File: src/rtl/qcl_pkg.sv
// Shared types for the QCL serial-write / parallel-out frame assembler.
package qcl_pkg;

  typedef enum logic {
    COMMIT_LAST = 1'b0,
    COMMIT_ALL  = 1'b1
  } qcl_commit_mode_e;

  typedef enum logic {
    FILL_FILLING = 1'b0,
    FILL_PENDING = 1'b1
  } qcl_fill_state_e;

  typedef enum logic {
    OUT_EMPTY = 1'b0,
    OUT_VALID = 1'b1
  } qcl_out_state_e;

endpackage

File: src/rtl/qcl_swpo_bank.sv
// Addressed fill bank with a per-element written mask and an address range check.
// bank_next_o already includes the write of the current cycle so the top level
// can hand a complete frame to the output register in the committing cycle.
module qcl_swpo_bank #(
  parameter int width_p      = 8,
  parameter int addr_width_p = 3,
  parameter int els_p        = 4
) (
  input  logic                            clk_i,
  input  logic                            reset_n_i,
  input  logic                            we_i,
  input  logic                            clear_mask_i,
  input  logic [addr_width_p-1:0]         addr_i,
  input  logic [width_p-1:0]              data_i,
  output logic [els_p-1:0][width_p-1:0]   bank_next_o,
  output logic                            mask_full_o,
  output logic                            in_range_o
);

  logic [els_p-1:0][width_p-1:0] r_bank;
  logic [els_p-1:0]              r_mask;
  logic [els_p-1:0][width_p-1:0] w_bankNext;
  logic [els_p-1:0]              w_maskNext;

  assign in_range_o  = (32'(addr_i) < els_p);
  assign bank_next_o = w_bankNext;
  assign mask_full_o = &w_maskNext;

  // Apply the current write to a copy of the bank and mask; only in-range addresses can match.
  always_comb begin
    w_bankNext = r_bank;
    w_maskNext = r_mask;
    for (int i = 0; i < els_p; i++) begin
      if (we_i && (32'(addr_i) == i)) begin
        w_bankNext[i] = data_i;
        w_maskNext[i] = 1'b1;
      end
    end
  end

  // Register the bank; the mask restarts from empty whenever a frame leaves for the output.
  always_ff @(posedge clk_i or negedge reset_n_i) begin
    if (!reset_n_i) begin
      r_bank <= '0;
      r_mask <= '0;
    end else begin
      r_bank <= w_bankNext;
      r_mask <= clear_mask_i ? '0 : w_maskNext;
    end
  end

endmodule

File: src/rtl/qcl_swpo_frame.sv
// Serial-write / parallel-out frame assembler with double buffering.
// The fill bank collects addressed words; a committed frame is copied into the
// output holding register as soon as the consumer slot is free.
module qcl_swpo_frame
  import qcl_pkg::*;
#(
  parameter int width_p       = 8,
  parameter int addr_width_p  = 3,
  parameter int els_p         = 4,
  parameter int commit_mode_p = 0
) (
  input  logic                            clk_i,
  input  logic                            reset_n_i,
  input  logic                            v_i,
  output logic                            ready_o,
  input  logic [addr_width_p-1:0]         addr_i,
  input  logic [width_p-1:0]              data_i,
  output logic                            v_o,
  output logic [els_p-1:0][width_p-1:0]   data_o,
  input  logic                            yumi_i,
  output logic                            err_o
);

  qcl_fill_state_e r_fillState, w_fillNext;
  qcl_out_state_e  r_outState,  w_outNext;

  logic [els_p-1:0][width_p-1:0] r_dataOut;
  logic [els_p-1:0][width_p-1:0] w_bankNext;
  logic                          r_err;
  logic                          w_fire;
  logic                          w_inRange;
  logic                          w_write;
  logic                          w_maskFull;
  logic                          w_commit;
  logic                          w_outFree;
  logic                          w_transfer;

  assign w_fire     = v_i & ready_o;
  assign w_write    = w_fire & w_inRange;
  assign w_commit   = w_write & ((commit_mode_p == int'(COMMIT_ALL)) ? w_maskFull
                                 : (32'(addr_i) == 32'(els_p - 1)));
  assign w_outFree  = (r_outState == OUT_EMPTY) | yumi_i;
  assign w_transfer = w_outFree & (w_commit | (r_fillState == FILL_PENDING));

  qcl_swpo_bank #(
    .width_p      (width_p),
    .addr_width_p (addr_width_p),
    .els_p        (els_p)
  ) u_bank (
    .clk_i        (clk_i),
    .reset_n_i    (reset_n_i),
    .we_i         (w_write),
    .clear_mask_i (w_transfer),
    .addr_i       (addr_i),
    .data_i       (data_i),
    .bank_next_o  (w_bankNext),
    .mask_full_o  (w_maskFull),
    .in_range_o   (w_inRange)
  );

  // State registers for the fill and output FSMs.
  always_ff @(posedge clk_i or negedge reset_n_i) begin
    if (!reset_n_i) begin
      r_fillState <= FILL_FILLING;
      r_outState  <= OUT_EMPTY;
    end else begin
      r_fillState <= w_fillNext;
      r_outState  <= w_outNext;
    end
  end

  // Fill side stalls on a commit that finds the output occupied; output goes valid on any transfer.
  always_comb begin
    w_fillNext = r_fillState;
    w_outNext  = r_outState;
    case (r_fillState)
      FILL_FILLING: if (w_commit && !w_outFree) w_fillNext = FILL_PENDING;
      FILL_PENDING: if (w_outFree)              w_fillNext = FILL_FILLING;
      default:                                  w_fillNext = FILL_FILLING;
    endcase
    if (w_transfer) begin
      w_outNext = OUT_VALID;
    end else if (yumi_i) begin
      w_outNext = OUT_EMPTY;
    end
  end

  // Handshake outputs decoded straight from the FSM states.
  always_comb begin
    ready_o = (r_fillState == FILL_FILLING);
    v_o     = (r_outState == OUT_VALID);
  end

  // Output holding register takes the bank including this cycle's write; err flags an out-of-range fire.
  always_ff @(posedge clk_i or negedge reset_n_i) begin
    if (!reset_n_i) begin
      r_dataOut <= '0;
      r_err     <= 1'b0;
    end else begin
      if (w_transfer) r_dataOut <= w_bankNext;
      r_err <= w_fire & ~w_inRange;
    end
  end

  assign data_o = r_dataOut;
  assign err_o  = r_err;

  a_yumiNeedsValid: assert property (@(posedge clk_i) disable iff (!reset_n_i) !(yumi_i && !v_o));
  a_addrCoversEls:  assert property (@(posedge clk_i) (els_p <= (1 << addr_width_p)) && (els_p >= 2));

endmodule

File: config.mk
export PLATFORM = sky130hd
export DESIGN_NAME = qcl_swpo_frame
export DESIGN_NICKNAME = d
export VERILOG_FILES = /design/src/rtl/qcl_pkg.sv /design/src/rtl/qcl_swpo_bank.sv /design/src/rtl/qcl_swpo_frame.sv
export SDC_FILE = /design/constraint.sdc
export NUM_CORES = 1
export LEC_CHECK = 0
export ABC_CLOCK_PERIOD_IN_PS = 3300
export CORE_UTILIZATION = 50
export DETAILED_ROUTE_END_ITERATION = 12
export DONT_BUFFER_PORTS = 1
export PLACE_DENSITY = 0.66
export REMOVE_ABC_BUFFERS = 1
export SYNTH_ARGS = -nofsm -noshare
export SYNTH_HDL_FRONTEND = slang
export SYNTH_SLANG_ARGS = --single-unit
File: constraint.sdc
create_clock -name clk_i -period 3.3 [get_ports clk_i]
set_clock_uncertainty 0.05 [all_clocks]
set_input_delay 0.66 -clock clk_i [delete_from_list [all_inputs] [get_ports clk_i]]
set_output_delay 0.66 -clock clk_i [all_outputs]
set_load 0.02 [all_outputs]
# After elaboration in Yosys (flattened, before gate mapping)
# Cells that the tools add are included.
# word_totals
regBits	67
inputBits	15
out_inout_bits	35
wordCells	42
# classes
magnitude_cmp	1
eq_ne	3
mux	9
bitwise_logic	10
reduce_logical	8
# op_table
cell	n
$mux 8	4
$eq 3x2->1 const B	2
$and 1x1->1	5
$logic_and 1x1->1	5
$mux 1	4
$eq 3x1->1 const B	1
$logic_not 3->1	1
$lt 3x3->1 const B	1
$not 1->1	3
$or 1x1->1	2
$pmux 1 s2	1
$reduce_bool 2->1	1
$logic_not 1->1	1

# Longest topological paths before layout
# Gate-level depths: netlist of run 1.
# logic_depth
depth_word	7
mapped_depth	7
ltp_nobuf	4

# Hierarchy
# From an unflattened synthesis of run 1, not the netlist that was laid out.
# unflattened
cells_unflattened	257
area_unflattened_um2	3189.3
# modules_own_cells
mod	n_inst	cells_each	area_each_um2
qcl_swpo_frame	1	168	1795.5
qcl_swpo_bank	1	89	1393.8

# Worst setup path after synthesis of run 1
# Ideal clock, no wire load.
# synth_timing
kind	input port to flip-flop
startpoint	input port addr_i[2]
endpoint	register r_dataOut, in the netlist data_o[1]
arrival_time_ns	1.902
required_time_ns	3.122
path_slack_ns	1.221
path_stages	4
cell_sequence	nor3b_2 nor3b_4 mux2_2 mux2_1
# synth_rtl
element	line	rtl
start, declared	qcl_swpo_frame.sv:16	input logic [addr_width_p-1:0] addr_i,
end signal, assigned	qcl_swpo_frame.sv:100	if (w_transfer) r_dataOut <= w_bankNext;
end, declared	qcl_swpo_frame.sv:27	logic [els_p-1:0][width_p-1:0] r_dataOut;

# Worst setup path after layout of run 1
# layout_timing
startpoint	register r_fillState
endpoint	register r_dataOut, in the netlist data_o[6]
# layout_between
elab_chain_len	6
word_cells_on_any_way	8
# layout_rtl
element	line	rtl
start, declared	qcl_swpo_frame.sv:24	qcl_fill_state_e r_fillState, w_fillNext;
start signal, assigned	qcl_swpo_frame.sv:67	r_fillState <= w_fillNext;
$not 1->1 *	qcl_swpo_frame.sv:90	ready_o = (r_fillState == FILL_FILLING);
via ready_o	qcl_swpo_frame.sv:15	output logic ready_o,
$and 1x1->1 *	qcl_swpo_frame.sv:38	assign w_fire = v_i & ready_o;
$and 1x1->1 *	qcl_swpo_frame.sv:39	assign w_write = w_fire & w_inRange;
$and 1x1->1	qcl_swpo_frame.sv:40	assign w_commit = w_write & ((commit_mode_p == int'(COMMIT_ALL)) ? w_maskFull
$or 1x1->1	qcl_swpo_frame.sv:43	assign w_transfer = w_outFree & (w_commit | (r_fillState == FILL_PENDING));
$and 1x1->1	qcl_swpo_frame.sv:43	
# The timed path passes the listed nets; every way through them passes the cells marked *.
# A chain may end at the register's enable or synchronous reset.

==> results of run 1 <==
-- stage by stage --
step	std cells	power, mW	instance area (um^2)
floorplan	163	1.66	2670
global placement	235	1.73	2770
detailed placement	235	1.76	2770
CTS	252	2.39	2980
global route	252	2.48	2980
finish	252	2.37	2980
-- critical path, delay by kind of cell, from the launching register on --
family        cells  cell delay (ns)
simple gates      2             0.83
flops             1             0.49
mux               1             0.33
buf+inv           2             0.66
-- what timing repair did --
action                    in CTS  in global routing
hold buffers                   1                  0
buffers inserted               0                  0
hold endpoints to repair      67                  0
-- sequential cells by signal, indices dropped and copies added (netlist names) --
register       count
u_bank.r_bank     32
r_fillState        1
v_o                1
data_o            32
err_o              1
-- power groups by stage --
stage	Clock [mW]	Combinational, mW	Sequential, mW
floorplan	0	0.288	1.37
global placement	0	0.308	1.42
detailed placement	0	0.330	1.43
CTS	0.624	0.351	1.42
global route	0.657	0.378	1.44
finish	0.607	0.345	1.41
-- cell usage after synthesis (all sizes together) (2+ instances only) --
master | number | share of area (%)
mux2 | 56 | 26
o21ai | 8 | 1.5
nor2 | 3 | 0.41
nor3b | 2 | 1.2
dfrtp | 67 | 62
and3 | 2 | 0.46
a22oi | 16 | 4.4
buf | 4 | 1.4
nand3b | 2 | 0.55
clkbuf | 2 | 0.28
-- cells by family after synthesis --
kind of cell,count (synthesis)
muxes,56
AOI/OAI and AO/OA,24
buffers and inverters,7
and+or+nand+nor,15
DFF,67
-- worst paths after layout --
check,start,end,slack [ns],depth (start not counted)
worst max-delay path,r_fillState,data_o[6],0.81,5
worst min-delay path,reset_n_i,data_o[2],0.13,1
worst max register to register,r_fillState,data_o[6],0.81,5
worst min register to register,u_bank.r_bank[9],u_bank.r_bank[9],0.44,1
max in group asynchronous,reset_n_i,data_o[20],2.77,1
min in group clk_i,data_i[3],u_bank.r_bank[27],0.42,1
-- layer usage --
layer	global-route usage, %	part of all wire, %	vias to the layer above
met4	11.7	2.3	0
met1	25.0	42	781
li1	-	-	632
met5	0	0	-
met3	7.80	6.7	12
met2	31.3	49	44
-- area by class of cell --
cell class | instances | area (um^2) | share of cell area, %
Clock buffer | 11 | 151 | 5.08
Clock inverter | 5 | 27.5 | 0.924
Inverter | 1 | 3.75 | 0.126
Multi-Input combinational cell | 95 | 991 | 33.2
Sequential cell | 67 | 1680 | 56.3
Tap cell | 70 | 87.6 | 2.94
Timing Repair Buffer | 3 | 42.5 | 1.43
-- cells in the final DEF (no fill, tap or decap), drive strengths merged, types with 2 or more instances in the layout --
cell / Yosys / layout
nand3b: 2 / 2
clkinv: 0 / 4
o21ai: 8 / 8
nor2: 3 / 3
dfrtp: 67 / 67
and3: 2 / 2
nor3b: 2 / 2
clkbuf: 2 / 11
buf: 4 / 3
a22oi: 16 / 16
mux2: 56 / 56
==> summary.txt, run 1 <==
Logic synthesis
  – Multiplexer share of the synthesized area: 26.0%
  – Mapped cell area: 2720 um^2
  – Synth Area in Adders: 0%
  – Post-Syn Instances: 169
  – FF+latch count, synth: 67
  – Seq/Total Area, Yosys: 61.7%
  – Synth cell types: 21
  – Compound-Gate Fraction of Synth Area: 5.89%
  – Post-Synth Simple-Gate Area: 4.60%
  – Yosys warns: 0
  – Synth Flop Type: dfrtp_1
  – Synth async-reset ratio: 100%
  – Post-Synth XOR/XNOR Area: 0%
  – Main combinational cell family by area after synthesis: multiplexers
  – Post-synthesis average cell area: 16.1 um^2
  – Number of flops mapped to enable cells by yosys: 0

Placed design
  – Pre-CTS WS: 0.757 ns
  – Gp weighted congestion: 0.771
  – Final HPWL DP: 3410 um
  – Number of buffers inserted by port buffering: 0

Clock tree
  – CTS tree: yes
  – CTS Buf Count: 9
  – Clock slew at reported path FFs: 0.07 ns
  – CTS Sinks: 67
  – Root buffer cell: clkbuf_8
  – CTS Buffer Depth: 2
  – Clock latency on the worst-skew pair: 0.33 ns
  – Post_cts resized: 0
  – Htree depth: 3

Power and ir drop
  – VDD IR max: 0.294 mV
  – P_leak: 1.37 nW
  – Comb power frac: 14.6%
  – PD cells: 794 nW/um^2
  – P_int: 1.60 mW
  – Switching Power: between 0.7 and 0.8 mW
  – Flop pwr share: 59.8%
  – Clock power frac: 25.7%
  – Sw frac: 32.5%

Worst hold path
  – Hold Path Class: in -> async

STA
  – Final Setup Violations: 0
  – Final Critical Period: 2.49 ns
  – Relative slew slack: between 40% and 50%
  – Final setup TNS: 0 ns
  – Tightest Pin Transition: 0.800 ns
  – Final Hold Viols: 0
  – Final cycle utilization of the critical path: 75.4%
  – Max-slew violations: 0
  – Maximum clock frequency: between 0.4 and 0.5 GHz
  – RSZ-0062 raised after global routing: false
  – Min setup slack post-route: 0.813 ns
  – WHS: 0.132 ns

Drt
  – Post-DR wirelength/cell: 20.7 um
  – Vias: about 1500
  – WL final: 5210 um
  – Vias/cell: 5.83
  – Detailed Route Iter0 Violations: 65
  – Drt drc: 0
  – First-pass detailed-route iteration total: 4
  – ANT nets after route: 0

Worst setup path
  – Slowest cell on the critical path: or2_1
  – Biggest cell delay along the critical path: 0.62 ns
  – CP cell instances: inv_1 -> and2_4 -> or2_1 -> buf_4 -> mux2_4
  – Setup crit end kind: flop
  – Data required, critical path: 3.47 ns
  – CP arrival: approximately 2.7 ns
  – Critical Path Source Type: flop
  – Crit Path Category: reg -> reg
  – Crit Path Max Fanout: 13

Global routing
  – Vias in the first global route: 1590
  – Initial antenna violation count: 0
  – Tot GR Track Use: 20.5%
  – Gr ovfl total: 0
  – First-pass GRT wire length: 8020 um
  – Largest net degree at the start of global routing: 68

Floorplan
  – Die Y: 75.7 um
  – Die Area: 5730 um^2
  – # rows: 26
  – Total core area: 5170 um^2
  – Chip Width: 75.7 um
  – # IOs: 50
  – Initial Utilization: 52.5%

Outcome
  – Outcome: finished, final reports clean

Layout
  – Final Core Density: 57.6%
  – Ant diodes: 0
  – Nets@finish: 192
  – Synthesis-to-finish area growth: 9.67%
  – Fraction of layout cells with a size suffix above 1: 33.0%
  – # fillers: about 400

Flow run
  – Max Cap Viol: 0
Note: power is estimated with default switching activity, not from simulation.
==> inputs of run 2 (changes only) <==
- ABC_CLOCK_PERIOD_IN_PS: 3300 -> 2200
- PLACE_DENSITY: 0.66 -> 0.69
- clock period: 3.3 -> 2.2 ns (I/O delays scaled with it)
==> summary.txt, run 2 (synthesis gave the netlist of run 1 again) <==
Worst setup path
  – FF-to-FF setup slack: 0.18 ns (was 0.81 ns)
  – FF-to-FF End: data_o[3] (was data_o[6])
  – Crit Path Max Fanout: 10 (was 13)
  – Crit path from: r_fillState (unchanged)
  – Worst r2r path cells: 5 (unchanged)
  – Data required, critical path: 2.35 ns (was 3.47 ns)
  – Crit Path Category: reg -> reg (unchanged)
  – CP arrival: 2.18 ns (was 2.66 ns)
  – Setup crit end kind: flop (unchanged)
  – Worst r2r src: r_fillState (unchanged)
  – Critical Path Source Type: flop (unchanged)

Power and ir drop
  – VDD IR max: 0.613 mV (was 0.294 mV)
  – Power Total: 3.52 mW (was 2.37 mW)
  – PD cells: 1160 nW/um^2 (was 794 nW/um^2)
  – P_leak: 1.40 nW (was 1.37 nW)

Drt
  – Drt drc: 0 (unchanged)
  – Vias/cell: 5.60 (was 5.83)
  – Post-DR wirelength/cell: 19.2 um (was 20.7 um)
  – WL final: 4970 um (was 5210 um)
  – Detailed Route Iter0 Violations: 131 (was 65)
  – Vias: 1450 (was 1469)
  – First-pass detailed-route iteration total: 4 (unchanged)
  – ANT nets after route: 0 (unchanged)

Layout
  – Nets@finish: 199 (was 192)
  – # fillers: 402 (was 395)
  – Most frequent cells in the layout: dfrtp_1 (67), mux2_4 (20), mux2_1 (19) (unchanged)
  – Synthesis-to-finish area growth: 11.5% (was 9.67%)
  – Non-Filler Instances: 259 (was 252)
  – Fraction of layout cells with a size suffix above 1: 33.3% (was 33.0%)
  – Final Core Density: 58.6% (was 57.6%)
  – Ant diodes: 0 (unchanged)
  – Commonest non-fill, non-tap cell in the layout: dfrtp_1 (unchanged)

Floorplan
  – Die Area: 5730 um^2 (unchanged)
  – Total core area: 5170 um^2 (unchanged)
  – Die Y: 75.7 um (unchanged)
  – Chip Width: 75.7 um (unchanged)
  – # IOs: 50 (unchanged)
  – Initial Utilization: 52.5% (unchanged)
  – # rows: 26 (unchanged)

Clock tree
  – Root buffer cell: clkbuf_8 (unchanged)
  – CTS Buf Count: 9 (unchanged)
  – CTS Sinks: 67 (unchanged)
  – Clock slew at reported path FFs: 0.07 ns (about the same)
  – CTS tree: yes (unchanged)
  – CTS Buffer Depth: 2 (unchanged)
  – Clock latency on the worst-skew pair: 0.32 ns (was 0.33 ns)
  – Htree depth: 3 (unchanged)

STA
  – Final Hold Viols: 0 (unchanged)
  – Final Critical Period: 2.02 ns (was 2.49 ns)
  – Max-slew violations: 0 (unchanged)
  – Final cycle utilization of the critical path: 92.0% (was 75.4%)
  – WHS: 0.215 ns (was 0.132 ns)
  – Tightest Pin Transition: 0.589 ns (was 0.800 ns)
  – RSZ-0062 raised after global routing: false (unchanged)
  – Relative slew slack: 60.6% (was 46.6%)
  – Maximum clock frequency: 0.494 GHz (was 0.402 GHz)
  – Final setup TNS: 0 ns (unchanged)
  – Final Setup Violations: 0 (unchanged)

Worst hold path
  – Hold EP: err_o
  – Hold Path Class: in -> reg (was in -> async)
  – Hold path startpoint: addr_i[2]
  – Hold path cells: 1

Global routing
  – Vias in the first global route: 1560 (was 1590)
  – First-pass GRT wire length: 7870 um (was 8020 um)
  – Tot GR Track Use: 19.6% (was 20.5%)
  – Largest net degree at the start of global routing: 68 (unchanged)
  – Gr ovfl total: 0 (unchanged)
  – Initial antenna violation count: 0 (unchanged)

Outcome
  – Outcome: finished, final reports clean (unchanged)

Flow run
  – Max Cap Viol: 0 (unchanged)

Placed design
  – Placed cell count: 239 (was 235)
  – Number of buffers inserted by port buffering: 0 (unchanged)
  – Final HPWL DP: 3310 um (was 3410 um)
  – Gp weighted congestion: 0.711 (was 0.771)
## run 2: changes by cell type in the layout (fill, tap and decap cells not counted), sizes merged
| cell | previous run | this run |
|---|---|---|
| clkbuf | 11 | 14 |
| clkinv | 4 | 2 |
| buf | 3 | 9 |
| dlygate4sd3 | 0 | 1 |
| clkinvlp | 1 | 0 |
## run 2: how the worst max path moves through the flow
| stage | end | slack [ns] |
|---|---|---|
| global placement | data_o[3] | 0.14 |
| global route | data_o[3] | 0.09 |
| floorplan | data_o[1] | -0.18 |
| detailed placement | data_o[3] | 0.02 |
| finish | data_o[3] | 0.18 |
| CTS | data_o[3] | 0.03 |
## run 2: area by class of cell
type	count	area, um^2	area share, %
flip-flops and latches	67	1680	55.3
clock buffers	14	163	5.37
clock inverters	2	10.0	0.330
repair buffers	10	97.6	3.22
well taps	70	87.6	2.89
inverters	1	3.75	0.124
multi-input cells	95	991	32.7
## run 2: report_power, final
group / internal [mW] / leakage (nW) / total, mW / switching, mW
clock: 0.469 / 0.0905 / 0.882 / 0.413
combinational: 0.347 / 0.493 / 0.518 / 0.171
sequential: 1.59 / 0.815 / 2.12 / 0.526
total: 2.41 / 1.40 / 3.52 / 1.11
## run 2: layer usage
metal | GRT usage [%] | vias to the layer above | part of all wire [%]
met5 | 0 | - | 0
met4 | 8.23 | 0 | 0.44
met3 | 7.01 | 2 | 5.6
met2 | 28.5 | 36 | 48
met1 | 26.8 | 771 | 46
li1 | - | 641 | -
## run 2: what timing repair did
| action | CTS | global route |
|---|---|---|
| hold buffers | 2 | 0 |
| hold endpoints to repair | 67 | 0 |
| buffers inserted | 0 | 2 |
| endpoints found under the setup margin | 0 | 8 |
| resized for setup | 0 | 0 |
## run 2: critical path: stages (launching register included)
cell     delay [ns]
dfrtp_1        0.50
nor3b_2        0.32
nor3b_4        0.25
buf_4          0.17
mux2_2         0.34
mux2_1         0.28
## run 2: metrics by stage
step           setup WS [ns]  instance area [um^2]
2_1_floorplan         -0.178                  2670
3_3_place_gp           0.137                  2800
3_5_place_dp          0.0233                  2800
4_1_cts               0.0331                  3010
5_1_grt               0.0939                  3030
6_report               0.176                  3030
==> inputs of run 3 (changes only) <==
- CAP_MARGIN: unset -> 20
==> results of run 3 <==
No change in the layout: final DEF, timing and power equal those of run 2.
